==> src/rtl/pipe_stage_reg.sv <==
// rtl/pipe_stage_reg.sv - valid/ready pipeline stage register with optional skid entry and flush-drop counter
//
// Purpose:
//   Registers one pipeline beat (IR, PC4, PC8, RS, RT, EXT, write register,
//   start) between two stages with valid/ready handshaking. A flush empties
//   the stage and counts the discarded beats. A bubble is always a zeroed beat.
//
// Build option:
//   PIPE_STAGE_SKID_EN  defined   -> two entries (head + skid), in_ready from a register
//                       undefined -> one entry, in_ready combinational from out_ready
//
// Ports:
//   clk        in   1       rising-edge clock
//   reset      in   1       synchronous reset, active low
//   flush      in   1       discard every held beat at the next edge
//   in_valid   in   1       upstream offers a beat
//   in_ready   out  1       stage accepts a beat this cycle
//   in_data    in   DATA_W  upstream payload
//   out_valid  out  1       out_data holds a valid beat
//   out_ready  in   1       downstream consumes the head beat this cycle
//   out_data   out  DATA_W  head beat payload, zero when out_valid is 0
//   occupancy  out  2       number of held beats
//   drop_cnt   out  CNT_W   saturating count of valid beats discarded by flush

module pipe_stage_reg #(
  parameter int DATA_W = 230,
  parameter int CNT_W  = 16
) (
  input  logic              clk,
  input  logic              reset,
  input  logic              flush,
  input  logic              in_valid,
  output logic              in_ready,
  input  logic [DATA_W-1:0] in_data,
  output logic              out_valid,
  input  logic              out_ready,
  output logic [DATA_W-1:0] out_data,
  output logic [1:0]        occupancy,
  output logic [CNT_W-1:0]  drop_cnt
);

  logic              r_head_valid;
  logic [DATA_W-1:0] r_head_data;
  logic [CNT_W-1:0]  r_drop_cnt;

  logic              w_in_xfer;
  logic              w_out_xfer;
  logic              w_head_valid_nxt;
  logic [DATA_W-1:0] w_head_data_nxt;
  logic [1:0]        w_drop_n;
  logic [CNT_W:0]    w_drop_sum;
  logic [CNT_W-1:0]  w_drop_nxt;

  assign w_in_xfer  = in_valid && in_ready;
  assign w_out_xfer = r_head_valid && out_ready;

  // One extra bit catches the carry so the counter clamps at all-ones.
  assign w_drop_sum = {1'b0, r_drop_cnt} + {{(CNT_W-1){1'b0}}, w_drop_n};
  assign w_drop_nxt = w_drop_sum[CNT_W] ? {CNT_W{1'b1}} : w_drop_sum[CNT_W-1:0];

`ifdef PIPE_STAGE_SKID_EN

  logic              r_skid_valid;
  logic [DATA_W-1:0] r_skid_data;
  logic              r_skid_free;
  logic              w_skid_valid_nxt;
  logic [DATA_W-1:0] w_skid_data_nxt;

  // r_skid_free mirrors "skid empty" one register away from the upstream path,
  // so in_ready never depends combinationally on out_ready.
  assign in_ready = reset && !flush && r_skid_free;

  // A head beat leaving on the flush edge is a completed transfer, not a drop.
  assign w_drop_n = {1'b0, r_head_valid && !out_ready} + {1'b0, r_skid_valid};

  assign occupancy = {1'b0, r_head_valid} + {1'b0, r_skid_valid};

  always_comb begin
    w_head_valid_nxt = r_head_valid;
    w_head_data_nxt  = r_head_data;
    w_skid_valid_nxt = r_skid_valid;
    w_skid_data_nxt  = r_skid_data;
    if (flush) begin
      w_head_valid_nxt = 1'b0;
      w_head_data_nxt  = '0;
      w_skid_valid_nxt = 1'b0;
      w_skid_data_nxt  = '0;
    end else if (w_out_xfer) begin
      if (r_skid_valid) begin
        // Skid promotes to head; no input can arrive while skid is full.
        w_head_valid_nxt = 1'b1;
        w_head_data_nxt  = r_skid_data;
        w_skid_valid_nxt = 1'b0;
        w_skid_data_nxt  = '0;
      end else if (w_in_xfer) begin
        w_head_valid_nxt = 1'b1;
        w_head_data_nxt  = in_data;
      end else begin
        w_head_valid_nxt = 1'b0;
        w_head_data_nxt  = '0;
      end
    end else if (w_in_xfer) begin
      if (r_head_valid) begin
        w_skid_valid_nxt = 1'b1;
        w_skid_data_nxt  = in_data;
      end else begin
        w_head_valid_nxt = 1'b1;
        w_head_data_nxt  = in_data;
      end
    end
  end

  always_ff @(posedge clk) begin
    if (!reset) begin
      r_skid_valid <= 1'b0;
      r_skid_data  <= '0;
      r_skid_free  <= 1'b1;
    end else begin
      r_skid_valid <= w_skid_valid_nxt;
      r_skid_data  <= w_skid_data_nxt;
      r_skid_free  <= !w_skid_valid_nxt;
    end
  end

`else

  // Single entry: accept when empty or when the held beat leaves this cycle.
  assign in_ready = reset && !flush && (!r_head_valid || out_ready);

  assign w_drop_n = {1'b0, r_head_valid && !out_ready};

  assign occupancy = {1'b0, r_head_valid};

  always_comb begin
    w_head_valid_nxt = r_head_valid;
    w_head_data_nxt  = r_head_data;
    if (flush) begin
      w_head_valid_nxt = 1'b0;
      w_head_data_nxt  = '0;
    end else if (w_in_xfer) begin
      w_head_valid_nxt = 1'b1;
      w_head_data_nxt  = in_data;
    end else if (w_out_xfer) begin
      // Drained head is zeroed so the bubble reads as all-zero.
      w_head_valid_nxt = 1'b0;
      w_head_data_nxt  = '0;
    end
  end

`endif

  always_ff @(posedge clk) begin
    if (!reset) begin
      r_head_valid <= 1'b0;
      r_head_data  <= '0;
      r_drop_cnt   <= '0;
    end else begin
      r_head_valid <= w_head_valid_nxt;
      r_head_data  <= w_head_data_nxt;
      if (flush) begin
        r_drop_cnt <= w_drop_nxt;
      end
    end
  end

  assign out_valid = r_head_valid;
  assign out_data  = r_head_data;
  assign drop_cnt  = r_drop_cnt;

endmodule

==> config.mk <==
export PLATFORM = sky130hd
export DESIGN_NAME = pipe_stage_reg
export DESIGN_NICKNAME = d
export VERILOG_FILES = /design/src/rtl/pipe_stage_reg.sv
export SDC_FILE = /design/constraint.sdc
export NUM_CORES = 1
export LEC_CHECK = 0
export CAP_MARGIN = 30
export CORE_AREA = 5 5 185 187
export CTS_CLUSTER_SIZE = 40
export DETAILED_ROUTE_END_ITERATION = 12
export DIE_AREA = 0 0 190 192
export HOLD_SLACK_MARGIN = 0.05
export PLACE_DENSITY = 0.7
export SYNTH_ARGS = -nofsm -noshare
export SYNTH_HDL_FRONTEND = slang
export SYNTH_SLANG_ARGS = --single-unit
==> constraint.sdc <==
create_clock -name clk -period 3.25 [get_ports clk]
set_clock_uncertainty 0.05 [all_clocks]
set_input_delay 0.65 -clock clk [delete_from_list [all_inputs] [get_ports clk]]
set_output_delay 0.65 -clock clk [all_outputs]
set_load 0.05 [all_outputs]
* Word level (Yosys, flattened, before mapping)
Cells that the tools add are included.
Cells by class: add/subtract/negate cells 1, muxes and demuxes 5, reduce and logical (&&, ||, !) cells 11, bitwise logic cells 1
Operators with widths (number):
- 2-to-1 mux 230 bit | 2
- adder 16 x 1 -> 17 bit | 1
- 2-to-1 mux 16 bit | 1
- logical AND 1 bit | 5
- logical NOT 1 bit | 3
- 2-to-1 mux 1 bit | 2
- nonzero test 2 bit | 1
- OR reduction 2 bit | 1
- logical OR 1 bit | 1
- NOT 1 bit | 1
Storage, ports and cells: word-level logic and storage cells 21, bits in registers 247, output and inout port bits 250, input bits 235

* Depth between registers and ports, before layout
Gate-level depths: netlist of run 1.
depth after elaboration 5, mapped depth 8, gate-level depth less buffers 6

* Worst setup path after synthesis of run 1
No wires, ideal clock.
path kind input to output, from in flush, to out in_ready, stages 5, arrival time 1991 ps, buffers on the path 3, required time 2550 ps, slack 559 ps, path through nand2b_1 > buf_2 > clkbuf_1 > clkbuf_1 > nor2_1
On the way: cells in the longest elaborated chain, start to end 3
Ends and longest elaborated chain:
- from (decl) | RTL line 31 | input logic flush,
- logical NOT 1 bit | RTL line 128 | assign in_ready = reset && !flush && (!r_head_valid || out_ready);
- logical AND 1 bit (2 in a row) | RTL line 128
- to (decl) | RTL line 33 | output logic in_ready,
Every way passes these cells.

* Worst setup path in the final report of run 1
from reg r_drop_cnt[12] (netlist: drop_cnt[12]), to out drop_cnt[12]
RTL lines:
- from (decl) | RTL line 44 | logic [CNT_W-1:0] r_drop_cnt;
- from (signal assigned) | RTL line 161 | r_drop_cnt <= w_drop_nxt;
- to (decl) | RTL line 39 | output logic [CNT_W-1:0] drop_cnt
No word-level cell between the ends.

==> results of run 1 <==
worst register-to-register path, stage by stage (launching register included):
cell and delay [ps]:
dfxtp_1 380, nor2b_1 300, buf_4 200, o31a_2 230, buf_4 720, a22oi_2 170
nor2_1 140
power breakdown:
group          switching [W]  internal (W)
Sequential         0.0000270       0.00307
Clock                0.00126       0.00207
Combinational       0.000452      0.000451
Total                0.00174       0.00559
logic make-up after synthesis:
logic type	count (synthesis)	synth area share [%]
XOR/XNOR	8	0.7306
AND/OR/NAND/NOR	272	11.43
adder cells (fa/ha/maj)	2	0.2609
buffers and inverters	88	6.132
flip-flops	247	51.56
other	1	0.03910
AO/OA/AOI/OAI	249	29.64
multiplexers	2	0.2087
registers in the layout, indices dropped and copies added, names as in the netlist:
signal and count:
drop_cnt 16, out_valid 1, out_data 230
routing by layer:
layer	vias to the layer above	wire, um	part of all wire (%)
li1	3976	-	-
met1	3893	12490	38
met2	357	15880	49
met3	48	3496	11
met4	4	696	2.1
met5	-	40	0.12
cells in the mapped netlist (all sizes together):
cell type / number
a21oi: 10
a22oi: 230
nand3b: 1
or3: 2
nand3: 8
clkbuf: 30
xnor2: 6
nor2b: 1
o211a: 1
conb: 1
ha: 2
dfxtp: 247
a31o: 1
nor4: 3
nand4: 4
nand2b: 1
o21a: 1
nand2: 7
xor2: 2
nor3b: 1
or2: 1
nor3: 5
a31oi: 2
mux2i: 2
nor2: 236
buf: 52
a21o: 1
o31a: 1
o21ai: 2
and3: 2
inv: 6
final timing paths:
kind	start	to	slack, ps
worst max-delay path	drop_cnt[12]	drop_cnt[12]	700
worst min-delay path	out_data[222]	out_data[222]	450
worst max register to register	out_valid	out_data[59]	1000
worst min register to register	out_data[222]	out_data[222]	450
through the flow:
stage | hold WS (ps) | cells | worst slack, ps | total power [W]
global route | 461.4 | 1778 | 616.0 | 0.007617
detailed placement | 434.3 | 1726 | 321.8 | 0.004069
CTS | 448.8 | 1778 | 653.1 | 0.007445
global placement | 425.1 | 1726 | 338.9 | 0.004062
finish | 447.0 | 1779 | 701.8 | 0.007330
floorplan | 650.1 | 869 | 559.1 | 0.003639
cell type report:
type	count	area [um2]
fill	2981	16640
timing repair buffer	497	5062
sequential	247	4945
multi-input combinational	534	4066
clock buffer	41	860.8
tap	442	553.0
clock inverter	11	138.9
inverter	6	22.52
antenna	1	2.502
==> results.ini, run 1 <==
[global_route]
top_usage_layer = met2
grtUsageMet1_pct = 18.52
grt_first_pass_wirelength_um = 48860
met2_usage_pct = 28.55
grt_use_met3_pct = 7.506
gr-usage-all-layers_pct = 16.51
grt_pass1_vias = 8596
antenna_found_initial = 3
overflow = 0
grt_start_max_net_pins = 143

[finish]
utilization_pct = 48.47
layout_commonest_cell = clkdlybuf4s50_1
drive_gt1_share_pct = 20.21
syn_to_final_growth_pct = 63.20
nets = 1551
design_area_um2 = 15650
layout_common_cells = clkdlybuf4s50_1 (482), dfxtp_1 (247), nor2_1 (236)

[hold_path]
hold_path_class = reg -> reg
min_path_cells = 2

[critical_path]
crit_slowest_cell = clkdlybuf4s50_1
critPathBufInv = 1
crit_type = reg -> out
cpLargestDelayFamily = buffers and inverters
end_kind = primary output
start_kind = flop
max_stage_delay_ps = 860
crit_cells = 1
crit_fanout = 8
cp_cell_sequence = clkdlybuf4s50_1
worst-endpoint-required_ps = 2550
crit_arrival_ps = 1850
ff2ff_path_depth = 6

[timing]
setup_viol = 0
rsz0062_at_grt = no
max_slew_margin_pct = 36.54
fmax_mhz = 392.4
hold_violations = 0
post-route-period-util_pct = 78.40
fin_crit_ps = 2548
setup_tns_ps = 0
maxSlewViolCount = 0
tightestPinTransition_ps = 951.9

[cts]
worstSkewPairLatency_ps = 520
cts_tree = yes
cts_resized = 0
root_buffer = clkbuf_16
cts_sinks = 247
post_cts_buffers = 0
cts_buffers = 28
cts_buffer_depth = 3
hold_buffers = 0
htreeDepth = 1
clk_pin_slew_worst_paths_ps = 60

[yosys]
synth-seq-area-share_pct = 51.56
synth_top_area_share_pct = 51.56
ys_seq_elements = 247
ys_warn_count = 0
ys_types = 36
syn_area_um2 = 9590
synth_top_area_cell = dfxtp_1
synth.avg_cell_area_um2 = 11.04
syn_inst = 869
syn_nets = 1106
synth_area_leaders = dfxtp_1 (52%), a22oi_2 (26%), nor2_1 (9.2%), buf_6 (2.6%), a22oi_1 (2.3%)

[die]
row_count = 66
die_w_um = 190
start_util_pct = 29.70
core_area_um2 = 32290
die_h_um = 192
ios = 485
die_area_um2 = 36480

[routing]
drc = 0
wl_per_cell_um = 18.33
drt_iter0_markers = 320
drt_first_pass_iters = 4
vias_per_cell = 4.653
drt-total-wl_um = 32600
antenna_left = 0
vias = 8278

[pwr]
p_per_area_nw_per_um2 = 468.4
leakagePower_nw = 5.087
vdd_drop_max_mv = 0.3701

[place]
dp_hpwl_um = 23550
portBuffers = 483
gp_congestion = 0.7816
place_area_um2 = 14650

[flow_run]
maxCapViolations = 0

[status]
status = finished, final reports clean

Power figures use the tool's default switching activity.
==> inputs of run 2 (changes only) <==
--- a/config.mk
+++ b/config.mk
@@ -6,12 +6,12 @@
 export NUM_CORES = 1
 export LEC_CHECK = 0
 export CAP_MARGIN = 30
-export CORE_AREA = 5 5 185 187
+export CORE_AREA = 5 5 186 188
 export CTS_CLUSTER_SIZE = 40
 export DETAILED_ROUTE_END_ITERATION = 12
-export DIE_AREA = 0 0 190 192
+export DIE_AREA = 0 0 191 193
 export HOLD_SLACK_MARGIN = 0.05
-export PLACE_DENSITY = 0.7
+export PLACE_DENSITY = 0.69
 export SYNTH_ARGS = -nofsm -noshare
 export SYNTH_HDL_FRONTEND = slang
 export SYNTH_SLANG_ARGS = --single-unit
==> constraint.sdc (replaced) <==
create_clock -name clk -period 2.53 [get_ports clk]
set_clock_uncertainty 0.05 [all_clocks]
set_input_delay 0.506 -clock clk [delete_from_list [all_inputs] [get_ports clk]]
set_output_delay 0.506 -clock clk [all_outputs]
set_load 0.05 [all_outputs]
==> run 2 against run 1 <==
Net effect: die area rose by 1.0%; global-route usage fell by 0.084 points; register-to-register slack got worse by 460 ps; worst hold slack got worse by 2.4 ps; via count rose by 0.59%; non-clock buffer count rose by 19; wire length rose by 0.53%; highest routed layer unchanged.
==> results.ini, run 2 (synthesized netlist as in run 1, its figures left out) <==
[timing]
max_slew_margin_pct = 52.51
fmax_mhz = 415.7
setup_tns_ps = 0
hold_violations = 0
setup_viol = 0
rsz0062_at_grt = no
tightestPinTransition_ps = 712.3
fin_crit_ps = 2405
post-route-period-util_pct = 95.08
maxSlewViolCount = 0

[finish]
layoutNonFillerInstCount = 1799
layout_common_cells = clkdlybuf4s50_1 (482), dfxtp_1 (247), nor2_1 (236)
largest_register_ff_count = 230
layout_commonest_cell = clkdlybuf4s50_1
n_antenna_cell = 0
design_area_um2 = 15820
nets = 1570
drive_gt1_share_pct = 20.95
syn_to_final_growth_pct = 64.97

[cts]
post_cts_buffers = 0
cts_resized = 0
cts_buffers = 28
clk_pin_slew_worst_paths_ps = 60
worstSkewPairLatency_ps = 530
cts_buffer_depth = 3
hold_buffers = 0
cts_tree = yes
root_buffer = clkbuf_16
htreeDepth = 1
cts_sinks = 247

[critical_path]
start_kind = flop
end_kind = primary output
critPathBufInv = 1
cpLargestDelayFamily = buffers and inverters
crit_fanout = 8
max_stage_delay_ps = 860
cp_cell_sequence = clkdlybuf4s50_1
crit_arrival_ps = 1850
crit_type = reg -> out
crit_slowest_cell = clkdlybuf4s50_1
worst-endpoint-required_ps = 1970

[hold_path]
hold_path_class = reg -> reg

[die]
die_h_um = 193
die_w_um = 191
ios = 485
start_util_pct = 29.11
die_area_um2 = 36860
core_area_um2 = 32950
row_count = 67

[place]
gp_congestion = 0.7863
portBuffers = 483
dp_hpwl_um = 23720
place_area_um2 = 14890
placed_cells = 1751

[routing]
vias = 8327
antenna_left = 0
wl_per_cell_um = 18.22
vias_per_cell = 4.629
drc = 0
drt-total-wl_um = 32780
drt_iter0_markers = 289
drt_first_pass_iters = 4

[pwr]
leakagePower_nw = 5.184
power_frac_seq_pct = 42.9
vdd_drop_max_mv = 0.5333
p_comb_share_pct = 12.9
swShare_pct = 23.88
p_per_area_nw_per_um2 = 585.9
netSwitchingPower_w = 0.002214
power.total_w = 0.009270
clock_power_share_pct = 44.2
internal_power_w = 0.007056

[global_route]
grt_pass1_vias = 8576
grt_start_max_net_pins = 118
grt_first_pass_wirelength_um = 49040
overflow = 0
gr-usage-all-layers_pct = 16.43
antenna_found_initial = 2

[flow_run]
maxCapViolations = 0

[status]
status = finished, final reports clean

## run 2: power groups by stage
stage | clock network, W | registers, W | logic [W]
floorplan | 0 | 0.00423 | 0.000444
finish | 0.00410 | 0.00397 | 0.00120
CTS | 0.00421 | 0.00397 | 0.00121
detailed placement | 0 | 0.00406 | 0.00121
global route | 0.00441 | 0.00398 | 0.00126
global placement | 0 | 0.00406 | 0.00120
## run 2: layout make-up
type	instances	area, um2
Inverter	6	22.52
Fill cell	2996	17120
Multi-Input combinational cell	534	4066
Clock buffer	42	854.6
Tap cell	448	560.5
Timing Repair Buffer	516	5293
Clock inverter	6	80.08
Sequential cell	247	4945
## run 2: stage by stage
stage          util (%)  hold slack (ps)  setup WS (ps)
4_1_cts           48.02            448.5          104.2
5_1_grt           48.02            474.2          56.43
6_report          48.02            444.6          124.5
3_5_place_dp      45.19            431.0          17.05
2_1_floorplan         -            573.7          127.1
3_3_place_gp      45.19            428.4          75.47
## run 2: worst paths after layout
kind | from | end | slack, ps | depth (start not counted)
hold reg to reg | out_data[226] | out_data[226] | 440 | 2
setup / recovery | drop_cnt[12] | drop_cnt[12] | 120 | 1
hold / removal | out_data[226] | out_data[226] | 440 | 2
setup reg to reg | out_valid | out_data[216] | 540 | 6
## run 2: routing by layer
metal	GRT usage, %	vias to the layer above	wire (um)
met5	0	-	32
met4	4.586	4	852
met3	7.328	55	3704
met2	28.26	357	15560
met1	18.61	3894	12630
li1	-	4017	-
==> inputs of run 3 (changes only) <==
--- a/config.mk
+++ b/config.mk
@@ -5,13 +5,14 @@
 export SDC_FILE = /design/constraint.sdc
 export NUM_CORES = 1
 export LEC_CHECK = 0
-export CAP_MARGIN = 30
+export ABC_AREA = 0
 export CORE_AREA = 5 5 186 188
 export CTS_CLUSTER_SIZE = 40
 export DETAILED_ROUTE_END_ITERATION = 12
 export DIE_AREA = 0 0 191 193
 export HOLD_SLACK_MARGIN = 0.05
 export PLACE_DENSITY = 0.69
+export SKIP_LAST_GASP = 1
 export SYNTH_ARGS = -nofsm -noshare
 export SYNTH_HDL_FRONTEND = slang
 export SYNTH_SLANG_ARGS = --single-unit
==> results of run 3 <==
Same layout as run 2: the final DEF is identical, and so are final timing and power.
